===== config.mk =====
export PLATFORM = sky130hd
export DESIGN_NAME = serial_add_sub32
export DESIGN_NICKNAME = d
export VERILOG_FILES = /design/src/rtl/add_sub_pkg.sv /design/src/rtl/add_sub_slice.sv /design/src/rtl/serial_add_sub32.sv
export SDC_FILE = /design/constraint.sdc
export NUM_CORES = 1
export LEC_CHECK = 0
export BUFFER_PORTS_ARGS = -buffer_cell sky130_fd_sc_hd__buf_2
export CAP_MARGIN = 20
export CORE_MARGIN = 10
export CORE_UTILIZATION = 58
export CTS_CLUSTER_SIZE = 25
export DETAILED_ROUTE_END_ITERATION = 10
export PLACE_DENSITY = 0.85
export SYNTH_ARGS = -nofsm -noshare
export SYNTH_HDL_FRONTEND = slang
export SYNTH_SLANG_ARGS = --single-unit

===== constraint.sdc =====
create_clock -name clk -period 2.1 [get_ports clk]
set_input_delay 0.315 -clock clk [delete_from_list [all_inputs] [get_ports clk]]
set_output_delay 0.315 -clock clk [all_outputs]
set_load 0.02 [all_outputs]

===== src/rtl/add_sub_pkg.sv =====
// Shared constants and types for the bit-serial 32-bit adder/subtractor.
package add_sub_pkg;

  localparam int WIDTH = 32;

  localparam logic OP_ADD = 1'b0;
  localparam logic OP_SUB = 1'b1;

  typedef enum logic [1:0] {
    IDLE = 2'd0,
    RUN  = 2'd1,
    DONE = 2'd2
  } state_t;

endpackage


===== src/rtl/add_sub_slice.sv =====
// Combinational STEP-bit ripple slice: sum, carry out and the carry into the slice MSB.
module add_sub_slice #(
  parameter int STEP = 1
) (
  input  logic [STEP-1:0] a,
  input  logic [STEP-1:0] b,
  input  logic            cin,
  output logic [STEP-1:0] sum,
  output logic            cout,
  output logic            cmsb
);

  logic [STEP:0] total;

  always_comb begin
    total = {1'b0, a} + {1'b0, b} + {{STEP{1'b0}}, cin};
  end

  assign sum  = total[STEP-1:0];
  assign cout = total[STEP];
  // Carry into the MSB recovered from the MSB sum bit.
  assign cmsb = a[STEP-1] ^ b[STEP-1] ^ total[STEP-1];

endmodule


===== src/rtl/serial_add_sub32.sv =====
// Bit-serial 32-bit add/subtract, STEP bits per cycle, valid/ready on both sides.
// Optional signed-overflow port ovf enabled by defining SERIAL_ADD_SUB_OVF_EN.
module serial_add_sub32
  import add_sub_pkg::*;
#(
  parameter int STEP = 1
) (
  input  logic             clk,
  input  logic             rst_n,
  input  logic             in_valid,
  output logic             in_ready,
  input  logic [WIDTH-1:0] A,
  input  logic [WIDTH-1:0] B,
  input  logic             sel,
  output logic             out_valid,
  input  logic             out_ready,
  output logic [WIDTH-1:0] S,
  output logic             cout
`ifdef SERIAL_ADD_SUB_OVF_EN
  ,
  output logic             ovf
`endif
);

  localparam int CYCLES = WIDTH / STEP;
  localparam int CW     = (CYCLES > 1) ? $clog2(CYCLES) : 1;
  localparam logic [CW-1:0] LAST = CW'(CYCLES - 1);

  state_t           state_q, state_d;
  logic [WIDTH-1:0] a_q, b_q, s_q;
  logic             carry_q;
  logic [CW-1:0]    cnt_q;
  logic [STEP-1:0]  slice_sum;
  logic             slice_cout;
  logic             slice_cmsb;
  logic             accept;

  assign accept = (state_q == IDLE) && in_valid;

  add_sub_slice #(.STEP(STEP)) u_slice (
    .a    (a_q[STEP-1:0]),
    .b    (b_q[STEP-1:0]),
    .cin  (carry_q),
    .sum  (slice_sum),
    .cout (slice_cout),
    .cmsb (slice_cmsb)
  );

  always_ff @(posedge clk or negedge rst_n) begin
    if (!rst_n) state_q <= IDLE;
    else        state_q <= state_d;
  end

  always_comb begin
    state_d = state_q;
    case (state_q)
      IDLE:    if (in_valid)       state_d = RUN;
      RUN:     if (cnt_q == LAST)  state_d = DONE;
      DONE:    if (out_ready)      state_d = IDLE;
      default:                     state_d = IDLE;
    endcase
  end

  always_comb begin
    in_ready  = (state_q == IDLE);
    out_valid = (state_q == DONE);
  end

  // Subtract is A + ~B + 1: invert B once at capture and seed the carry.
  always_ff @(posedge clk or negedge rst_n) begin
    if (!rst_n) begin
      a_q     <= '0;
      b_q     <= '0;
      s_q     <= '0;
      carry_q <= 1'b0;
      cnt_q   <= '0;
    end else if (accept) begin
      a_q     <= A;
      b_q     <= B ^ {WIDTH{sel}};
      carry_q <= (sel == OP_SUB);
      cnt_q   <= '0;
    end else if (state_q == RUN) begin
      a_q     <= a_q >> STEP;
      b_q     <= b_q >> STEP;
      s_q     <= {slice_sum, s_q[WIDTH-1:STEP]};
      carry_q <= slice_cout;
      cnt_q   <= cnt_q + CW'(1);
    end
  end

  assign S    = s_q;
  assign cout = carry_q;

`ifdef SERIAL_ADD_SUB_OVF_EN
  logic ovf_q;

  // The last RUN cycle processes the MSB, so its value is the one left standing.
  always_ff @(posedge clk or negedge rst_n) begin
    if (!rst_n)              ovf_q <= 1'b0;
    else if (state_q == RUN) ovf_q <= slice_cmsb ^ slice_cout;
  end

  assign ovf = ovf_q;
`else
  logic unused_cmsb;
  assign unused_cmsb = slice_cmsb;
`endif

endmodule

# --- After elaboration in Yosys (flattened, before gate mapping) ---
# Index checks and enable logic that the tools add are counted.
word_totals:
  regBits: 104
  input_bits: 69
  output_inout_bits: 35
classes:
  n_addsub: 3
  eq_ne: 6
  mux: 12
  n_bitwise: 2
  n_reduce_logical: 5
op_table:
  columns: ["op", "n"]
  rows:
  - ["2-to-1 mux 32 bit", 4]
  - ["XOR 32 bit", 1]
  - ["2-to-1 mux 5 bit", 2]
  - ["2-to-1 mux 2 bit", 3]
  - ["one-hot mux 2 bit (3 select lines)", 1]
  - ["adder 5 x 1 -> 5 bit, second input constant", 1]
  - ["== test 5 bit, second input constant", 1]
  - ["inequality test 2 bit, second input constant", 2]
  - ["AND reduction 3 bit", 1]
  - ["adder 1 x 1 -> 2 bit", 1]
  - ["adder 2 x 1 -> 2 bit", 1]
  - ["== test 2 x 1 -> 1 bit, second input constant", 1]
  - ["== test 2 bit, second input constant", 1]
  - ["zero test 2 bit", 1]
  - ["2-to-1 mux 1 bit", 2]
  - ["inequality test 2 x 1 -> 1 bit, second input constant", 1]
  - ["AND reduction 2 bit", 1]
  - ["nonzero test 2 bit", 1]
  - ["logical AND 1 bit", 1]
  - ["NOT 1 bit", 1]

# --- Logic depth before layout (Yosys ltp) ---
# Gate-level depths: netlist (run 1).
depth:
  depth_word: 4
  mapped_depth: 7
  ltp_nobuf: 5

# --- By module ---
# From an unflattened synthesis (run 1), not the netlist that was laid out.
hier_totals:
  cells_unflattened: 524
  area_unflattened_um2: 4813.4
by_module_without_submodules:
  columns: ["module", "n_inst", "cells_per_inst", "area_per_inst_um2", "seq_area_each_um2"]
  rows:
  - ["serial_add_sub32", 1, 522, 4769.6, 2602.5]
  - ["add_sub_slice", 1, 2, 43.8, 0.0]

# --- Worst setup path after synthesis (run 1) ---
# OpenSTA, ideal clock, no wires.
synth_path:
  path_type: "flip-flop to flip-flop"
  from: "register state_q[0]"
  to: "register b_q[10]"
  setup_ns: 0.141
  arrival_ns: 1.308
  required_time_ns: 1.959
  setup_slack_ns: 0.651
  stages_incl_launch_ff: 7
  n_path_buf: 3
  cell_sequence: "dfrtp_1 buf_6 or3b_1 buf_2 clkbuf_1 nor2_1 a31oi_1"
synth_between:
  elab_chain_len: 3
  word_cells_on_any_way: 5
  cone_classes: "eq/ne: 1; mux: 1; reduce/logical: 3"
synth_lines:
  columns: ["element", "line", "rtl"]
  rows:
  - ["start, declared", "serial_add_sub32.sv:29", "state_t state_q, state_d;"]
  - ["start signal, assigned", "serial_add_sub32.sv:51", "else state_q <= state_d;"]
  - ["zero test 2 bit", "serial_add_sub32.sv:38", "assign accept = (state_q == IDLE) && in_valid;"]
  - ["logical AND 1 bit", "serial_add_sub32.sv:38", null]
  - ["2-to-1 mux 32 bit or nonzero test 2 bit (tied branches)", null, null]
  - ["end signal, assigned", "serial_add_sub32.sv:79", "b_q <= B ^ {WIDTH{sel}};"]
  - ["end signal, assigned", "serial_add_sub32.sv:84", "b_q <= b_q >> STEP;"]
  - ["end, declared", "serial_add_sub32.sv:30", "logic [WIDTH-1:0] a_q, b_q, s_q;"]
# Several ways; a longest one is shown, not always the timed one.
# A chain may end at the register's enable or synchronous reset.

# --- Worst setup path in the final report (run 1) ---
layout_path:
  from: "register state_q[0]"
  to: "register b_q[23]"
# Same word-level chain as after synthesis.

==> results.yml, run 1 <==
run:
  max_cap_viol_count: 0
pwr:
  p_switching_uw: 3000
  leakagePower_uw: 0.00294
  intPower_uw: 4580
  vdd_drop_max_mv: 0.593
  swShare_pct: 39.6
  clockPowerShare_pct: 18.3
  p_seq_share_pct: 44.7
  p_total_uw: 7580
  power_frac_comb_pct: 37.0
  power_per_cell_area_nw_per_um2: 1380
worst_hold_path:
  min-delay-path-class: "in2reg"
global_routing:
  grt_pass1_vias: 3674
  track_usage_pct: 18.0
  grt_first_pass_wirelength_um: 17700
  grt_max_degree: 71
  gr-total-overflow: 0
  antenna_found_initial: 0
cells_and_area:
  drive_above_1_share_pct: 21.6
  final_cells: 717
  area_growth_pct: 17.5
  diodes: 0
  nFillCells: 621
  nets: 682
floorplanning:
  die-area_um2: 12100
  dieWidth_um: 110
  core_area_um2: 7810
  ioPinCount: 104
  rows: 32
  start_util_pct: 59.9
  chipHeight_um: 110
synthesis:
  synth_top_family_by_area: "simple AND/OR/NAND/NOR gates"
  avgSynthCellArea_um2: 8.93
  synth_xor_area_share_pct: 5.99
  synthesis.nets: 596
  ys_warn_count: 0
  synth-compound-area-share_pct: 10.3
  yosys.area_share.adder_pct: 0.963
  yosys.area_share.simple_pct: 22.8
  ys_seq_elements: 104
  syn_inst: 524
  ys_seq_area_share_pct: 55.6
  synth.mux.area_fraction_pct: 0.214
  synth.distinct_cells: 27
  syn-cell-area_um2: 4680
clocking:
  cts_resized: 0
  clk-insertion-delay-late_ns: 0.36
  ctsHoldBuffers: 1
  clockBufferDepth: 2
  clock_sinks: 104
  htreeDepth: 3
  cts_inserted_buffers: 9
  root_buffer: "clkbuf_8"
  path_clk_slew_ns: 0.11
  post_cts_buffers: 0
  tritoncts: "done"
detailed_routing:
  drt_first_pass_iters: 4
  routed_wl_um: 10500
  drc: 0
  final_antenna_net_count: 0
  vias_per_cell: 5.19
  vias: 3718
  post_drt_wl_per_cell_um: 14.7
  drt_iter0_drc: 214
timing:
  fmax_mhz: 568
  rsz0062_at_grt: "false"
  setup_tns_ns: 0
  worst_pin_slew_ns: 0.694
  clock_skew_ns: 0.0133
  finalSetupViolations: 0
  slew_headroom_pct: 53.7
  drv_slew: 0
  min_period_ns: 1.76
  hold_viol: 0
  min_period_over_period_pct: 83.9
critical_path:
  crit_required_ns: 2.30
  crit_fanout: 68
  endpoint_kind: "flop"
  worstSetupStartpointType: "flop"
  cp.arrival_ns: 1.96
  worstSetupPathType: "reg2reg"
placement:
  dp_hpwl_um: 7080
  io_buffer_count: 103
  dp.cells: 700
  place.gp.congestion: 0.752
outcome:
  status: "finished clean"
cells in the final DEF (no fill, tap or decap):
| cell | n |
|---|---|
| nor2b_1 | 1 |
| nand2_1 | 230 |
| inv_6 | 3 |
| nor2_1 | 33 |
| or3b_2 | 1 |
| buf_4 | 7 |
| xnor2_1 | 1 |
| o21bai_1 | 1 |
| nand3_1 | 4 |
| fa_1 | 1 |
| dlygate4sd3_1 | 1 |
| inv_1 | 1 |
| and3_1 | 1 |
| buf_12 | 3 |
| a31oi_1 | 31 |
| xor2_1 | 31 |
| clkinv_2 | 1 |
| nor3b_1 | 1 |
| o21ai_0 | 2 |
| a211oi_1 | 1 |
| mux2i_1 | 1 |
| a22o_1 | 1 |
| clkbuf_8 | 9 |
| a21o_1 | 1 |
| o21bai_2 | 1 |
| nand4_1 | 1 |
| nor2b_4 | 1 |
| nor3b_4 | 1 |
| dfrtp_1 | 104 |
| bufinv_16 | 2 |
| clkinv_4 | 1 |
| buf_2 | 102 |
| a22oi_1 | 32 |
| ha_1 | 2 |
| nand2b_2 | 1 |
worst max-delay path, cell delays in order (launching register included):
cell and delay (ns):
dfrtp_1 0.51, or3b_2 0.50, buf_4 0.34, nor2_1 0.18, a31oi_1 0.06
per-stage QoR:
stage	cell area [um2]	util [%]	setup slack, ns	hold WS [ns]
after floorplan	4680	-	0.651	0.0194
after global placement	5260	67.4	0.432	0.307
after detailed placement	5260	67.4	0.367	0.308
after CTS	5500	70.4	0.347	0.155
after global routing	5500	70.4	0.233	0.167
final	5500	70.4	0.339	0.171
state kept, by name, summed over array words and instances, names as in the netlist:
name,count
cnt_q,5
S,32
b_q,32
cout,1
state_q,2
a_q,32
logic make-up (layout without fill, tap and decap cells):
logic type	after synthesis	after routing
AND/OR/NAND/NOR	275	275
XOR/XNOR	32	32
flip-flops	104	104
adder cells (fa/ha/maj)	3	3
AO/OA/AOI/OAI	70	70
multiplexers	1	1
buffers and inverters	39	130
metal layers:
metal,track usage (%),part of all wire [%]
met5,0,0
met1,23.6,43
met4,4.37,1.1
met2,28.3,48
met3,5.91,7.7
worst paths after layout:
| kind | end | slack [ns] | startpoint | cells past startpoint |
|---|---|---|---|---|
| max in group asynchronous | a_q[31] | 0.98 | rst_n | 3 |
| worst min-delay path | a_q[19] | 0.17 | A[19] | 3 |
| worst max register to register | b_q[23] | 0.34 | state_q[0] | 4 |
| worst min register to register | cnt_q[3] | 0.48 | cnt_q[3] | 1 |
| worst max-delay path | b_q[23] | 0.34 | state_q[0] | 4 |
| min in group asynchronous | b_q[14] | 0.44 | rst_n | 2 |
synth_stat cells, drive strengths merged:
cell | number | area [um2]
mux2i | 1 | 10.0
xor2 | 31 | 272
fa | 1 | 20.0
nand2b | 1 | 6.26
ha | 2 | 25.0
a211oi | 1 | 7.51
nand3 | 4 | 20.0
and3 | 1 | 6.26
a22oi | 32 | 240
or3b | 1 | 8.76
nand4 | 1 | 6.26
a31oi | 31 | 194
buf | 16 | 105
nor2 | 33 | 124
nand2 | 230 | 863
dfrtp | 104 | 2600
inv | 1 | 3.75
o21bai | 2 | 15.0
xnor2 | 1 | 8.76
a22o | 1 | 8.76
clkbuf | 22 | 82.6
nor3b | 2 | 20.0
a21o | 1 | 7.51
o21ai | 2 | 10.0
nor2b | 2 | 12.5
power by group through the flow:
stage	Sequential [uW]	Combinational (uW)	Clock, uW
after CTS	3380	2860	1420
after global placement	3380	2710	0
after detailed placement	3410	2850	0
final	3380	2810	1390
after global routing	3500	3200	1490
after floorplan	3620	1730	0
area by class of cell:
type | instances | area [um2] | area share (%)
sequential | 104 | 2600 | 47.3
multi-input combinational | 381 | 1910 | 34.7
timing repair buffer | 113 | 633 | 11.5
tap | 102 | 128 | 2.32
clock buffer | 9 | 124 | 2.25
clock inverter | 7 | 100 | 1.82
inverter | 1 | 3.75 | 0.0683
No activity file was read; power rests on OpenSTA's default activity.
==> inputs of run 2 (changes only) <==
--- a/config.mk
+++ b/config.mk
@@ -5,13 +5,14 @@
 export SDC_FILE = /design/constraint.sdc
 export NUM_CORES = 1
 export LEC_CHECK = 0
+export ABC_AREA = 1
 export BUFFER_PORTS_ARGS = -buffer_cell sky130_fd_sc_hd__buf_2
 export CAP_MARGIN = 20
 export CORE_MARGIN = 10
-export CORE_UTILIZATION = 58
+export CORE_UTILIZATION = 50
 export CTS_CLUSTER_SIZE = 25
 export DETAILED_ROUTE_END_ITERATION = 10
-export PLACE_DENSITY = 0.85
+export PLACE_DENSITY = 0.77
 export SYNTH_ARGS = -nofsm -noshare
 export SYNTH_HDL_FRONTEND = slang
 export SYNTH_SLANG_ARGS = --single-unit
==> constraint.sdc (replaced) <==
create_clock -name clk -period 1.4 [get_ports clk]
set_input_delay 0.21 -clock clk [delete_from_list [all_inputs] [get_ports clk]]
set_output_delay 0.21 -clock clk [all_outputs]
set_load 0.02 [all_outputs]
==> results.yml, run 2 <==
pwr:
  power_per_cell_area_nw_per_um2: 1730
  p_seq_share_pct: 44.6
  clockPowerShare_pct: 17.2
  power_frac_comb_pct: 38.3
  vdd_drop_max_mv: 0.962
  intPower_uw: 6860
  swShare_pct: 38.9
  p_switching_uw: 4370
  leakagePower_uw: 0.00369
detailed_routing:
  final_antenna_net_count: 0
  routed_wl_um: 13300
  drc: 0
  post_drt_wl_per_cell_um: 14.0
  wl_met3_um: 1020
  drt_iter0_drc: 279
  drt_first_pass_iters: 5
  wl_met2_um: 6730
  drt-met1-wl_um: 5310
  vias_per_cell: 5.02
  dr.max_layer_used: "met4"
  vias: 4798
global_routing:
  grt_max_degree: 37
  gr-total-overflow: 0
  grt_first_pass_wirelength_um: 21300
  antenna_found_initial: 0
  track_usage_pct: 17.5
  grt_pass1_vias: 4702
synthesis:
  syn-cell-area_um2: 5130
  synth.distinct_cells: 21
  synth_flop_cell: "dfrtp_1"
  ys_top_cells_by_area: "dfrtp_1 51%, nand2_1 29%, nand3_1 6.2%"
  netlist.area_leader.share_pct: 50.8
  ys_seq_elements: 104
  async_flop_share_pct: 100
  netlist.top_cell.by_area: "dfrtp_1"
  syn_inst: 707
  synth.top_cells.by_count: "398 x nand2_1, 104 x dfrtp_1, 64 x nand3_1"
  synthesis.nets: 779
  ys_warn_count: 0
  avgSynthCellArea_um2: 7.25
  synth_most_common_cell: "nand2_1"
  ys_seq_area_share_pct: 50.8
  synth_edf_count: 0
cells_and_area:
  multiInputGateArea_um2: 2200
  drive_above_1_share_pct: 22.6
  final_common_cell: "nand2_1"
  seqCellArea_um2: 2600
  nets: 889
  stdcell_area_um2: 6490
  final_cell_mix: "378 x nand2_1, 103 x dfrtp_1, 100 x buf_2"
  diodes: 0
  nFillCells: 789
  area_growth_pct: 26.5
clocking:
  tritoncts: "done"
  path_clk_slew_ns: 0.10
  clock_sinks: 104
  root_buffer: "clkbuf_8"
  clk-insertion-delay-late_ns: 0.37
  clockBufferDepth: 2
  htreeDepth: 3
  cts_inserted_buffers: 9
timing:
  min_period_over_period_pct: 102
  setup_slack_ns: -0.0286
  hold_viol: 0
  finalSetupViolations: 20
  min_period_ns: 1.43
  drv_slew: 0
  clock_skew_ns: 0.00837
  rsz0062_at_grt: "true"
  slew_headroom_pct: 71.4
  worst_pin_slew_ns: 0.428
  fmax_mhz: 700
critical_path:
  crit_fanout: 8
  r2r-start: "state_q[0]"
  crit_required_ns: 1.66
  worstSetupStartpoint: "state_q[0]"
  worstSetupStartpointType: "flop"
  cp.arrival_ns: 1.69
  worstSetupPathType: "reg2reg"
  endpoint_kind: "flop"
placement:
  io_buffer_count: 103
  pre_cts_ws_ns: 0.00992
  placedInstanceArea_um2: 5920
  dp_hpwl_um: 8830
  place.gp.congestion: 0.777
floorplanning:
  chipHeight_um: 121
  start_util_pct: 52.0
  core_area_um2: 9860
  rows: 36
  ioPinCount: 104
  die-area_um2: 14700
  dieWidth_um: 121
worst_hold_path:
  hold_start: "out_ready"
  min-delay-path-class: "in2reg"
outcome:
  status: "finished with violations"
  violations: "negative setup slack"
run:
  max_cap_viol_count: 0
-- run 2: power by group through the flow --
| stage | registers [uW] | clock network, uW | logic, uW |
|---|---|---|---|
| 3_5_place_dp | 5030 | 0 | 3990 |
| 5_1_grt | 5150 | 2080 | 4870 |
| 2_1_floorplan | 5330 | 0 | 2310 |
| 3_3_place_gp | 4980 | 0 | 3810 |
| 4_1_cts | 4990 | 1980 | 4120 |
| 6_report | 5000 | 1930 | 4300 |
-- run 2: routing by layer --
| layer | track usage [%] | up-vias |
|---|---|---|
| li1 | - | 2373 |
| met1 | 19.9 | 2240 |
| met2 | 29.6 | 157 |
| met3 | 6.28 | 28 |
| met4 | 6.56 | 0 |
| met5 | 0 | - |
-- run 2: worst max-delay path: stages, from the launching register on --
cell       delay, ns
dfrtp_2         0.47
buf_6           0.16
inv_2           0.05
nand2_2         0.06
nor2_4          0.12
buf_12          0.14
clkbuf_16       0.16
nand2_1         0.06
nand2_1         0.05
nand2_1         0.05
-- run 2: final timing paths --
check / to / slack (ns) / depth (start not counted)
hold / removal: state_q[1] / 0.03 / 2
setup / recovery: b_q[19] / -0.03 / 9
max in group asynchronous: b_q[11] / 0.60 / 3
hold reg to reg: b_q[16] / 0.49 / 2
setup reg to reg: b_q[19] / -0.03 / 9
min in group asynchronous: S[21] / 0.31 / 2
-- run 2: timing repair --
item	4_1_cts	5_1_grt
setup buffers	5	5
gates resized for setup	9	28
setup endpoints to repair	2	54
hold buffers	1	0
endpoints found under the hold margin	21	0
pin swaps	0	14
cloned	2	4
-- run 2: area by class of cell --
type | count | area share, %
clock inverters | 6 | 1.06
repair buffers | 139 | 17.0
flip-flops and latches | 104 | 40.1
inverters | 52 | 3.09
clock buffers | 10 | 2.12
multi-input cells | 511 | 34.0
well taps | 133 | 2.57
-- run 2: cell families (layout without fill, tap and decap cells) --
| family | after synthesis | count (layout) | share of synthesized area [%] |
|---|---|---|---|
| AND/OR/NAND/NOR | 470 | 470 | 36.4 |
| XOR/XNOR | 1 | 1 | 0.171 |
| buffers and inverters | 92 | 207 | 8.10 |
| adder cells (fa/ha/maj) | 3 | 3 | 0.878 |
| flip-flops | 104 | 104 | 50.8 |
| AO/OA/AOI/OAI | 37 | 37 | 3.73 |
-- run 2: metrics by stage --
step / util, % / hold slack (ns) / TNS, ns / total power (uW) / instances
global route: 65.8 / 0.0146 / -3.72 / 12100 / 955
CTS: 63.5 / 0.0133 / -0.0471 / 11100 / 946
finish: 65.8 / 0.0307 / -0.334 / 11200 / 955
floorplan: - / -0.0856 / 0 / 7640 / 707
global placement: 60.0 / 0.177 / 0 / 8790 / 922
detailed placement: 60.0 / 0.180 / 0 / 9020 / 922
